### src/rtl/branch_redirect_ctrl_if.sv
// Bundle between the branch write-back arbiter, the issue stage and the warp scheduler.
// The slave modport is the redirect controller's own view of this bundle.
`ifndef DEPTH_WARP
`define DEPTH_WARP 3
`endif

interface branch_redirect_ctrl_if #(
  parameter int DEPTH_WARP = `DEPTH_WARP
);
  localparam int NUM_WARP = 2 ** DEPTH_WARP;

  logic                  in_valid_i;
  logic                  in_ready_o;
  logic [DEPTH_WARP-1:0] in_wid_i;
  logic                  in_jump_i;
  logic [31:0]           in_new_pc_i;
  logic                  issue_br_valid_i;
  logic [DEPTH_WARP-1:0] issue_br_wid_i;
  logic                  out_valid_o;
  logic                  out_ready_i;
  logic [DEPTH_WARP-1:0] out_wid_o;
  logic                  out_jump_o;
  logic [31:0]           out_new_pc_o;
  logic                  flush_valid_o;
  logic [DEPTH_WARP-1:0] flush_wid_o;
  logic [NUM_WARP-1:0]   br_pending_o;
  logic                  err_o;

  modport master (
    output in_valid_i, in_wid_i, in_jump_i, in_new_pc_i,
    output issue_br_valid_i, issue_br_wid_i, out_ready_i,
    input  in_ready_o, out_valid_o, out_wid_o, out_jump_o, out_new_pc_o,
    input  flush_valid_o, flush_wid_o, br_pending_o, err_o
  );

  modport slave (
    input  in_valid_i, in_wid_i, in_jump_i, in_new_pc_i,
    input  issue_br_valid_i, issue_br_wid_i, out_ready_i,
    output in_ready_o, out_valid_o, out_wid_o, out_jump_o, out_new_pc_o,
    output flush_valid_o, flush_wid_o, br_pending_o, err_o
  );
endinterface

### src/rtl/branch_redirect_ctrl.sv
// Buffers resolved branches, forwards them to the scheduler as PC redirects,
// pulses an instruction-buffer flush on taken branches, and tracks per-warp branch stalls.
`ifndef DEPTH_WARP
`define DEPTH_WARP 3
`endif

module branch_redirect_ctrl #(
  parameter int DEPTH_WARP = `DEPTH_WARP,
  parameter int BUF_DEPTH  = 2
) (
  input logic                  clk,
  input logic                  rst,
  branch_redirect_ctrl_if.slave bus
);
  localparam int NUM_WARP = 2 ** DEPTH_WARP;
  localparam int PW       = $clog2(BUF_DEPTH);
  localparam int CW       = PW + 1;
  localparam logic [CW-1:0] FULL = CW'(BUF_DEPTH);

  typedef struct packed {
    logic [DEPTH_WARP-1:0] wid;
    logic                  jump;
    logic [31:0]           pc;
  } rec_t;

  rec_t                  mem_q [BUF_DEPTH];
  rec_t                  mem_d [BUF_DEPTH];
  logic [PW-1:0]         wr_ptr_q, wr_ptr_d;
  logic [PW-1:0]         rd_ptr_q, rd_ptr_d;
  logic [CW-1:0]         count_q, count_d;
  logic                  flush_valid_q, flush_valid_d;
  logic [DEPTH_WARP-1:0] flush_wid_q, flush_wid_d;
  logic [NUM_WARP-1:0]   pend_q, pend_d;
  logic                  err_q, err_d;

  logic in_ready, out_valid, push, pop;
  rec_t head;

  // Ready looks only at the registered count, so a pop never opens the door in the same cycle.
  always_comb begin
    in_ready  = (count_q != FULL);
    out_valid = (count_q != '0);
    head      = mem_q[rd_ptr_q];
    push      = bus.in_valid_i & in_ready;
    pop       = out_valid & bus.out_ready_i;
  end

  always_comb begin
    mem_d         = mem_q;
    wr_ptr_d      = wr_ptr_q;
    rd_ptr_d      = rd_ptr_q;
    count_d       = count_q;
    flush_valid_d = 1'b0;
    flush_wid_d   = flush_wid_q;
    pend_d        = pend_q;
    err_d         = err_q;

    if (push) begin
      mem_d[wr_ptr_q] = '{wid: bus.in_wid_i, jump: bus.in_jump_i, pc: bus.in_new_pc_i};
      wr_ptr_d        = wr_ptr_q + 1'b1;
      if (bus.in_jump_i) begin
        flush_valid_d = 1'b1;
        flush_wid_d   = bus.in_wid_i;
      end
    end
    if (pop) begin
      rd_ptr_d = rd_ptr_q + 1'b1;
    end
    case ({push, pop})
      2'b10:   count_d = count_q + 1'b1;
      2'b01:   count_d = count_q - 1'b1;
      default: count_d = count_q;
    endcase

    // Clear before set so a same-cycle release and re-issue of one warp leaves it stalled.
    if (pop) begin
      pend_d[head.wid] = 1'b0;
      if (!pend_q[head.wid]) err_d = 1'b1;
    end
    if (bus.issue_br_valid_i) begin
      pend_d[bus.issue_br_wid_i] = 1'b1;
      if (pend_q[bus.issue_br_wid_i] && !(pop && (head.wid == bus.issue_br_wid_i))) begin
        err_d = 1'b1;
      end
    end
  end

  always_ff @(posedge clk) begin
    if (rst) begin
      wr_ptr_q      <= '0;
      rd_ptr_q      <= '0;
      count_q       <= '0;
      flush_valid_q <= 1'b0;
      flush_wid_q   <= '0;
      pend_q        <= '0;
      err_q         <= 1'b0;
    end else begin
      wr_ptr_q      <= wr_ptr_d;
      rd_ptr_q      <= rd_ptr_d;
      count_q       <= count_d;
      flush_valid_q <= flush_valid_d;
      flush_wid_q   <= flush_wid_d;
      pend_q        <= pend_d;
      err_q         <= err_d;
    end
  end

  // Storage needs no reset; outputs are masked while the buffer is empty.
  always_ff @(posedge clk) begin
    mem_q <= mem_d;
  end

  assign bus.in_ready_o    = in_ready;
  assign bus.out_valid_o   = out_valid;
  assign bus.out_wid_o     = out_valid ? head.wid  : '0;
  assign bus.out_jump_o    = out_valid ? head.jump : 1'b0;
  assign bus.out_new_pc_o  = out_valid ? head.pc   : 32'h0;
  assign bus.flush_valid_o = flush_valid_q;
  assign bus.flush_wid_o   = flush_wid_q;
  assign bus.br_pending_o  = pend_q;
  assign bus.err_o         = err_q;
endmodule

### src/flat_wrapper.sv
// flat-port wrapper written by rule: the top's interface ports become plain ports
module branch_redirect_ctrl_flat 
#(
  parameter int DEPTH_WARP = `DEPTH_WARP,
  parameter int BUF_DEPTH  = 2
)
  (clk, rst, bus_in_valid_i, bus_in_wid_i, bus_in_jump_i, bus_in_new_pc_i, bus_issue_br_valid_i, bus_issue_br_wid_i, bus_out_ready_i, bus_in_ready_o, bus_out_valid_o, bus_out_wid_o, bus_out_jump_o, bus_out_new_pc_o, bus_flush_valid_o, bus_flush_wid_o, bus_br_pending_o, bus_err_o);
  branch_redirect_ctrl_if #(.DEPTH_WARP(DEPTH_WARP)) bus_i ();
  input logic clk;
  input logic rst;
  input wire logic [$bits(bus_i.in_valid_i)-1:0] bus_in_valid_i;
  input wire logic [$bits(bus_i.in_wid_i)-1:0] bus_in_wid_i;
  input wire logic [$bits(bus_i.in_jump_i)-1:0] bus_in_jump_i;
  input wire logic [$bits(bus_i.in_new_pc_i)-1:0] bus_in_new_pc_i;
  input wire logic [$bits(bus_i.issue_br_valid_i)-1:0] bus_issue_br_valid_i;
  input wire logic [$bits(bus_i.issue_br_wid_i)-1:0] bus_issue_br_wid_i;
  input wire logic [$bits(bus_i.out_ready_i)-1:0] bus_out_ready_i;
  output wire logic [$bits(bus_i.in_ready_o)-1:0] bus_in_ready_o;
  output wire logic [$bits(bus_i.out_valid_o)-1:0] bus_out_valid_o;
  output wire logic [$bits(bus_i.out_wid_o)-1:0] bus_out_wid_o;
  output wire logic [$bits(bus_i.out_jump_o)-1:0] bus_out_jump_o;
  output wire logic [$bits(bus_i.out_new_pc_o)-1:0] bus_out_new_pc_o;
  output wire logic [$bits(bus_i.flush_valid_o)-1:0] bus_flush_valid_o;
  output wire logic [$bits(bus_i.flush_wid_o)-1:0] bus_flush_wid_o;
  output wire logic [$bits(bus_i.br_pending_o)-1:0] bus_br_pending_o;
  output wire logic [$bits(bus_i.err_o)-1:0] bus_err_o;
  assign bus_i.in_valid_i = bus_in_valid_i;
  assign bus_i.in_wid_i = bus_in_wid_i;
  assign bus_i.in_jump_i = bus_in_jump_i;
  assign bus_i.in_new_pc_i = bus_in_new_pc_i;
  assign bus_i.issue_br_valid_i = bus_issue_br_valid_i;
  assign bus_i.issue_br_wid_i = bus_issue_br_wid_i;
  assign bus_i.out_ready_i = bus_out_ready_i;
  assign bus_in_ready_o = bus_i.in_ready_o;
  assign bus_out_valid_o = bus_i.out_valid_o;
  assign bus_out_wid_o = bus_i.out_wid_o;
  assign bus_out_jump_o = bus_i.out_jump_o;
  assign bus_out_new_pc_o = bus_i.out_new_pc_o;
  assign bus_flush_valid_o = bus_i.flush_valid_o;
  assign bus_flush_wid_o = bus_i.flush_wid_o;
  assign bus_br_pending_o = bus_i.br_pending_o;
  assign bus_err_o = bus_i.err_o;
  branch_redirect_ctrl #(.DEPTH_WARP(DEPTH_WARP), .BUF_DEPTH(BUF_DEPTH)) u_core (.clk(clk), .rst(rst), .bus(bus_i));
endmodule
### config.mk
export PLATFORM = sky130hd
export DESIGN_NAME = branch_redirect_ctrl_flat
export DESIGN_NICKNAME = d
export VERILOG_FILES = /design/src/rtl/branch_redirect_ctrl_if.sv /design/src/rtl/branch_redirect_ctrl.sv /design/src/flat_wrapper.sv
export SDC_FILE = /design/constraint.sdc
export NUM_CORES = 1
export LEC_CHECK = 0
export ABC_CLOCK_PERIOD_IN_PS = 5200
export CAP_MARGIN = 40
export CORE_UTILIZATION = 40
export CTS_BUF_LIST = sky130_fd_sc_hd__clkbuf_2 sky130_fd_sc_hd__clkbuf_4 sky130_fd_sc_hd__clkbuf_8
export DETAILED_ROUTE_END_ITERATION = 8
export PLACE_DENSITY = 0.68
export SLEW_MARGIN = 20
export SYNTH_ARGS = -nofsm -noshare
export SYNTH_HDL_FRONTEND = slang
export SYNTH_SLANG_ARGS = --single-unit
### constraint.sdc
create_clock -name clk -period 5.2 [get_ports clk]
set_input_delay 1.04 -clock clk [delete_from_list [all_inputs] [get_ports clk]]
set_output_delay 1.04 -clock clk [all_outputs]
set_load 0.005 [all_outputs]
After elaboration in Yosys (flattened, before gate mapping)

Cells that the tools add are included.

Output and inout bits: 51
Word-level logic and storage cells: 71
Flip-flop bits (word level): 89
Bits of input ports: 44

Reduce and logical (&&, ||, !) cells: 10
$add $sub $neg: 4
Mux-type cells: 25
$lt $le $gt $ge: 7
Equality and inequality tests: 4
Bitwise operators: 8

Operators with widths:

| cell                | count |
|---|---|
| $mux 36             | 4 |
| $bwmux 72           | 1 |
| $demux 36 s1        | 1 |
| $mux 32             | 1 |
| $mux 8              | 2 |
| $mux 1              | 10 |
| $and 8x8->8         | 1 |
| $lt 3x4->1 const B  | 2 |
| $not 8->8           | 1 |
| $or 8x8->8          | 1 |
| $bmux 1 s3          | 2 |
| $demux 1 s3         | 2 |
| $ge 3x1->1 const B  | 2 |
| $logic_and 1x1->1   | 5 |
| $ge 2x2->1 const B  | 2 |
| $not 1->2           | 2 |
| $pmux 2 s2          | 1 |
| $reduce_bool 2->1   | 2 |
| $eq 3x3->1          | 1 |
| $mux 3              | 1 |
| $add 1x1->1 const B | 2 |
| $add 2x1->2 const B | 1 |
| $and 1x1->1         | 2 |
| $eq 2x1->1 const B  | 1 |
| 8 further kinds     | 8 |

Depth between registers and ports, before layout

Depth in word-level cells: 13
Mapped depth: 7
Mapped depth without buffers: 6

Least setup slack after synthesis

OpenSTA, ideal clock, no wires.

Kind: input to register
Start point: in bus_in_valid_i
End point: reg u_core.mem_q[36] in the netlist's numbering (enable)
Stages: 2
Buffers on the path: 0
Data arrival time: 2.652 ns
Setup time: 0.429 ns
Path slack: 2.119 ns
Required time: 4.771 ns
Path through: nand2_1 nor2_1

Longest elaborated chain between the ends: 1

Ends and longest elaborated chain:

| item                 | RTL line                    | RTL |
|---|---|---|
| from (decl)          | flat_wrapper.sv:11          | `input wire logic [$bits(bus_i.in_valid_i)-1:0] bus_in_valid_i;` |
| $and 1x1->1          | branch_redirect_ctrl.sv:44  | `push = bus.in_valid_i & in_ready;` |
| to (signal assigned) | branch_redirect_ctrl.sv:110 | `mem_q <= mem_d;` |
| to (decl)            | branch_redirect_ctrl.sv:26  | `rec_t mem_q [BUF_DEPTH];` |

No other way between the ends.
A chain may end at the register's enable or synchronous reset.

Worst setup path after layout

Start point: reg u_core.rd_ptr_q
End point: out bus_out_new_pc_o[12]

Longest elaborated chain between the ends: 5

Ends and longest elaborated chain:

| item                                       | RTL line                    | RTL |
|---|---|---|
| from (decl)                                | branch_redirect_ctrl.sv:29  | `logic [PW-1:0] rd_ptr_q, rd_ptr_d;` |
| from (signal assigned)                     | branch_redirect_ctrl.sv:99  | `rd_ptr_q <= rd_ptr_d;` |
| $not 1->2 (implied by the code)            | branch_redirect_ctrl.sv:43  | `head = mem_q[rd_ptr_q];` |
| $mux 36 (implied by the code) (3 in a row) | branch_redirect_ctrl.sv:43  |  |
| $mux 32                                    | branch_redirect_ctrl.sv:117 | `assign bus.out_new_pc_o = out_valid ? head.pc : 32'h0;` |
| to (decl)                                  | flat_wrapper.sv:22          | `output wire logic [$bits(bus_i.out_new_pc_o)-1:0] bus_out_new_pc_o;` |

No other way between the ends. The select of a mux whose other input is x is not followed.

==> results.json <==
{
  "p_leak_nw": 1.652,
  "synth_area_leaders": "edfxtp_1 61%, mux2i_1 11%, dfxtp_1 9.5%",
  "num_vias": 2298,
  "async_flop_share_pct": 0,
  "grt-ovfl-total": 0,
  "drc": 0,
  "layout.nets": 392,
  "die_y_um": 96.44,
  "port_buffers": 94,
  "max_freq_mhz": 302.4,
  "die_w_um": 96.44,
  "drv_slew": 0,
  "startpoint_type": "register",
  "min_path_type": "reg -> reg",
  "synth_cells": 252,
  "finalCriticalPeriod_ps": 3307,
  "p_per_area_mw_per_mm2": 468.9,
  "crit_fanout": 19,
  "netlist_area_mm2": 0.003567,
  "worstPathRequired_ps": 4160,
  "post-cts-setup-buffer-count": 0,
  "rsz0062_at_grt": "no",
  "vias_per_cell": 4.996,
  "synth-edff-count": 72,
  "status": "finished clean",
  "yosysMostFrequentCell": "edfxtp_1",
  "post_cts_resized": 0,
  "avgRoutedWirePerCell_um": 15.75,
  "path_buf_inv": 2,
  "setup_tns_ps": 0,
  "slew_headroom_pct": 57.36,
  "yosysWarnings": 0,
  "clk_root_buffer_cell": "clkbuf_8",
  "yosysUniqueCellTypes": 25,
  "cpPeakStageDelay_ps": 720,
  "diodes": 0,
  "final_area_mm2": 0.004885,
  "cp-end-kind": "primary output",
  "ir_drop_uv": 221.2,
  "synth-seq-cells": 89,
  "grt_pass1_vias": 2329,
  "htreeDepth": 3,
  "cts_buffer_depth": 2,
  "multi_input_area_mm2": 0.001016,
  "firstDrtPassIters": 4,
  "synth_top_area_cell": "edfxtp_1",
  "core_mm2": 0.008678,
  "ioPinCount": 95,
  "synth_seq_area_share_pct": 70.15,
  "synth_area_per_cell_um2": 14.16,
  "routabilityCongestion": 0.8162,
  "cts_tree": "done",
  "worstPathArrival_ps": 2270,
  "fillers": 751,
  "tightest_slew_ps": 637.7,
  "cp_cell_sequence": "buf_4, mux2i_1, nor2_1, clkdlybuf4s50_1",
  "clock_skew_ps": 5.877,
  "ys_top_cells_by_count": "72 x edfxtp_1, 47 x nor2_1, 38 x mux2i_1",
  "grt_max_degree": 25,
  "critPathKind": "reg -> out",
  "timing.final.crit_share_pct": 63.60,
  "numPlacedInstances": 444,
  "ant_nets": 0,
  "r2r_slack_ps": 2940,
  "grt_first_pass_wirelength_um": 11410,
  "antenna_found_initial": 0,
  "cts.sinks": 89,
  "finalHoldViolCount": 0,
  "setup_viol": 0,
  "initial_core_util_pct": 41.10,
  "totalWireLength_um": 7245,
  "insertion_delay_ps": 350,
  "cpLargestDelayFamily": "buffers and inverters",
  "num_rows": 34,
  "synthesis.nets": 297,
  "dieArea_mm2": 0.009300,
  "slowest_stage": "dfxtp_2",
  "yosysTopAreaCellShare_pct": 60.61,
  "max_cap_viol_count": 0,
  "ys.flop_type": "edfxtp_1",
  "numCtsBuffers": 9,
  "seq_area_mm2": 0.002504,
  "grt_usage_pct": 16.69,
  "place_area_mm2": 0.004682,
  "syn2layout_area_growth_pct": 36.93,
  "hold_buffers": 0,
  "dp_hpwl_um": 4978,
  "cts.clk_slew.worst_paths_ps": 80,
  "drt_iter0_drc": 84,
  "drive_gt1_share_pct": 8.523,
  "stdcell_count": 460
}
flip-flops by register name, summed over array words and instances (netlist names):
| register | count |
|---|---|
| u_core.count_q | 2 |
| u_core.bus.err_o | 1 |
| u_core.bus.flush_wid_o | 3 |
| u_core.mem_q | 72 |
| u_core.bus.br_pending_o | 8 |
| u_core.bus.flush_valid_o | 1 |
| u_core.wr_ptr_q | 1 |
| u_core.rd_ptr_q | 1 |
cells in the final DEF, fill, tap and decap left out:
| master | n |
|---|---|
| nor2b_1 | 5 |
| edfxtp_1 | 72 |
| xnor2_1 | 2 |
| dfxtp_2 | 1 |
| nor2_4 | 2 |
| nand2_1 | 7 |
| buf_12 | 1 |
| and3_2 | 1 |
| a211oi_1 | 1 |
| a41oi_1 | 1 |
| ha_1 | 1 |
| nand3_1 | 6 |
| inv_6 | 1 |
| mux2i_2 | 3 |
| or2_2 | 1 |
| clkinv_4 | 2 |
| clkbuf_8 | 9 |
| or3_1 | 1 |
| inv_8 | 1 |
| clkinv_1 | 1 |
| buf_4 | 1 |
| inv_1 | 1 |
| nor2_1 | 45 |
| mux4_2 | 3 |
| a21oi_1 | 11 |
| clkdlybuf4s50_1 | 94 |
| buf_16 | 2 |
| o21ai_0 | 9 |
| nand4_1 | 2 |
| dfxtp_1 | 16 |
| mux2i_1 | 38 |
| bufinv_16 | 1 |
| clkinvlp_4 | 1 |
| nand2b_1 | 4 |
| xor2_1 | 5 |
kinds of logic (layout without fill, tap and decap cells):
| logic type | count (synthesis) | after routing | share of synthesized area, % |
|---|---|---|---|
| AOI/OAI and AO/OA | 22 | 22 | 3.262 |
| xor gates and xnor gates | 7 | 7 | 1.719 |
| DFF | 89 | 89 | 70.15 |
| muxes | 44 | 44 | 13.71 |
| and+or+nand+nor | 74 | 74 | 8.980 |
| adders and majority gates | 1 | 1 | 0.3507 |
| buffers and inverters | 15 | 115 | 1.824 |
routing by layer:
layer,vias up,routed length [um],GRT usage [%]
li1,1107,-,-
met1,1097,3098,20.78
met2,87,3509,27.54
met3,7,585,5.008
met4,0,52,6.250
met5,-,0,0
cell type report:
| class | instances | area share, % |
|---|---|---|
| Sequential cell | 89 | 51.26 |
| Clock inverter | 7 | 1.614 |
| Clock buffer | 9 | 2.536 |
| Tap cell | 108 | 2.766 |
| Inverter | 1 | 0.07684 |
| Multi-Input combinational cell | 148 | 20.80 |
| Timing Repair Buffer | 98 | 20.95 |
tightest hold or removal path, stage by stage, from the launching register on:
cell     delay [ps]
dfxtp_1         340
mux2i_1          80
nor2_1           70
path summary, 6_finish.rpt:
check | startpoint | endpoint | cells past startpoint
max | u_core.rd_ptr_q | bus_out_new_pc_o[12] | 4
min | u_core.bus.flush_wid_o[2] | u_core.bus.flush_wid_o[2] | 2
max reg2reg | u_core.rd_ptr_q | u_core.bus.err_o | 5
min reg2reg | u_core.bus.flush_wid_o[2] | u_core.bus.flush_wid_o[2] | 2
where the power goes:
group	leakage [nW]	switching, mW	internal [mW]
clock	0.0994	0.251	0.227
sequential	0.813	0.0686	0.898
combinational	0.740	0.375	0.471
through the flow:
step / utilization [%] / total power [mW] / hold slack [ps] / setup slack [ps]
finish: 56.29 / 2.290 / 521.8 / 1893
global route: 56.29 / 2.430 / 540.9 / 1720
CTS: 56.29 / 2.325 / 520.9 / 1823
detailed placement: 53.95 / 1.844 / 505.7 / 2216
global placement: 53.09 / 1.788 / 493.8 / 2203
floorplan: - / 1.370 / 471.8 / 2119
(Power assumes the default switching activity.)
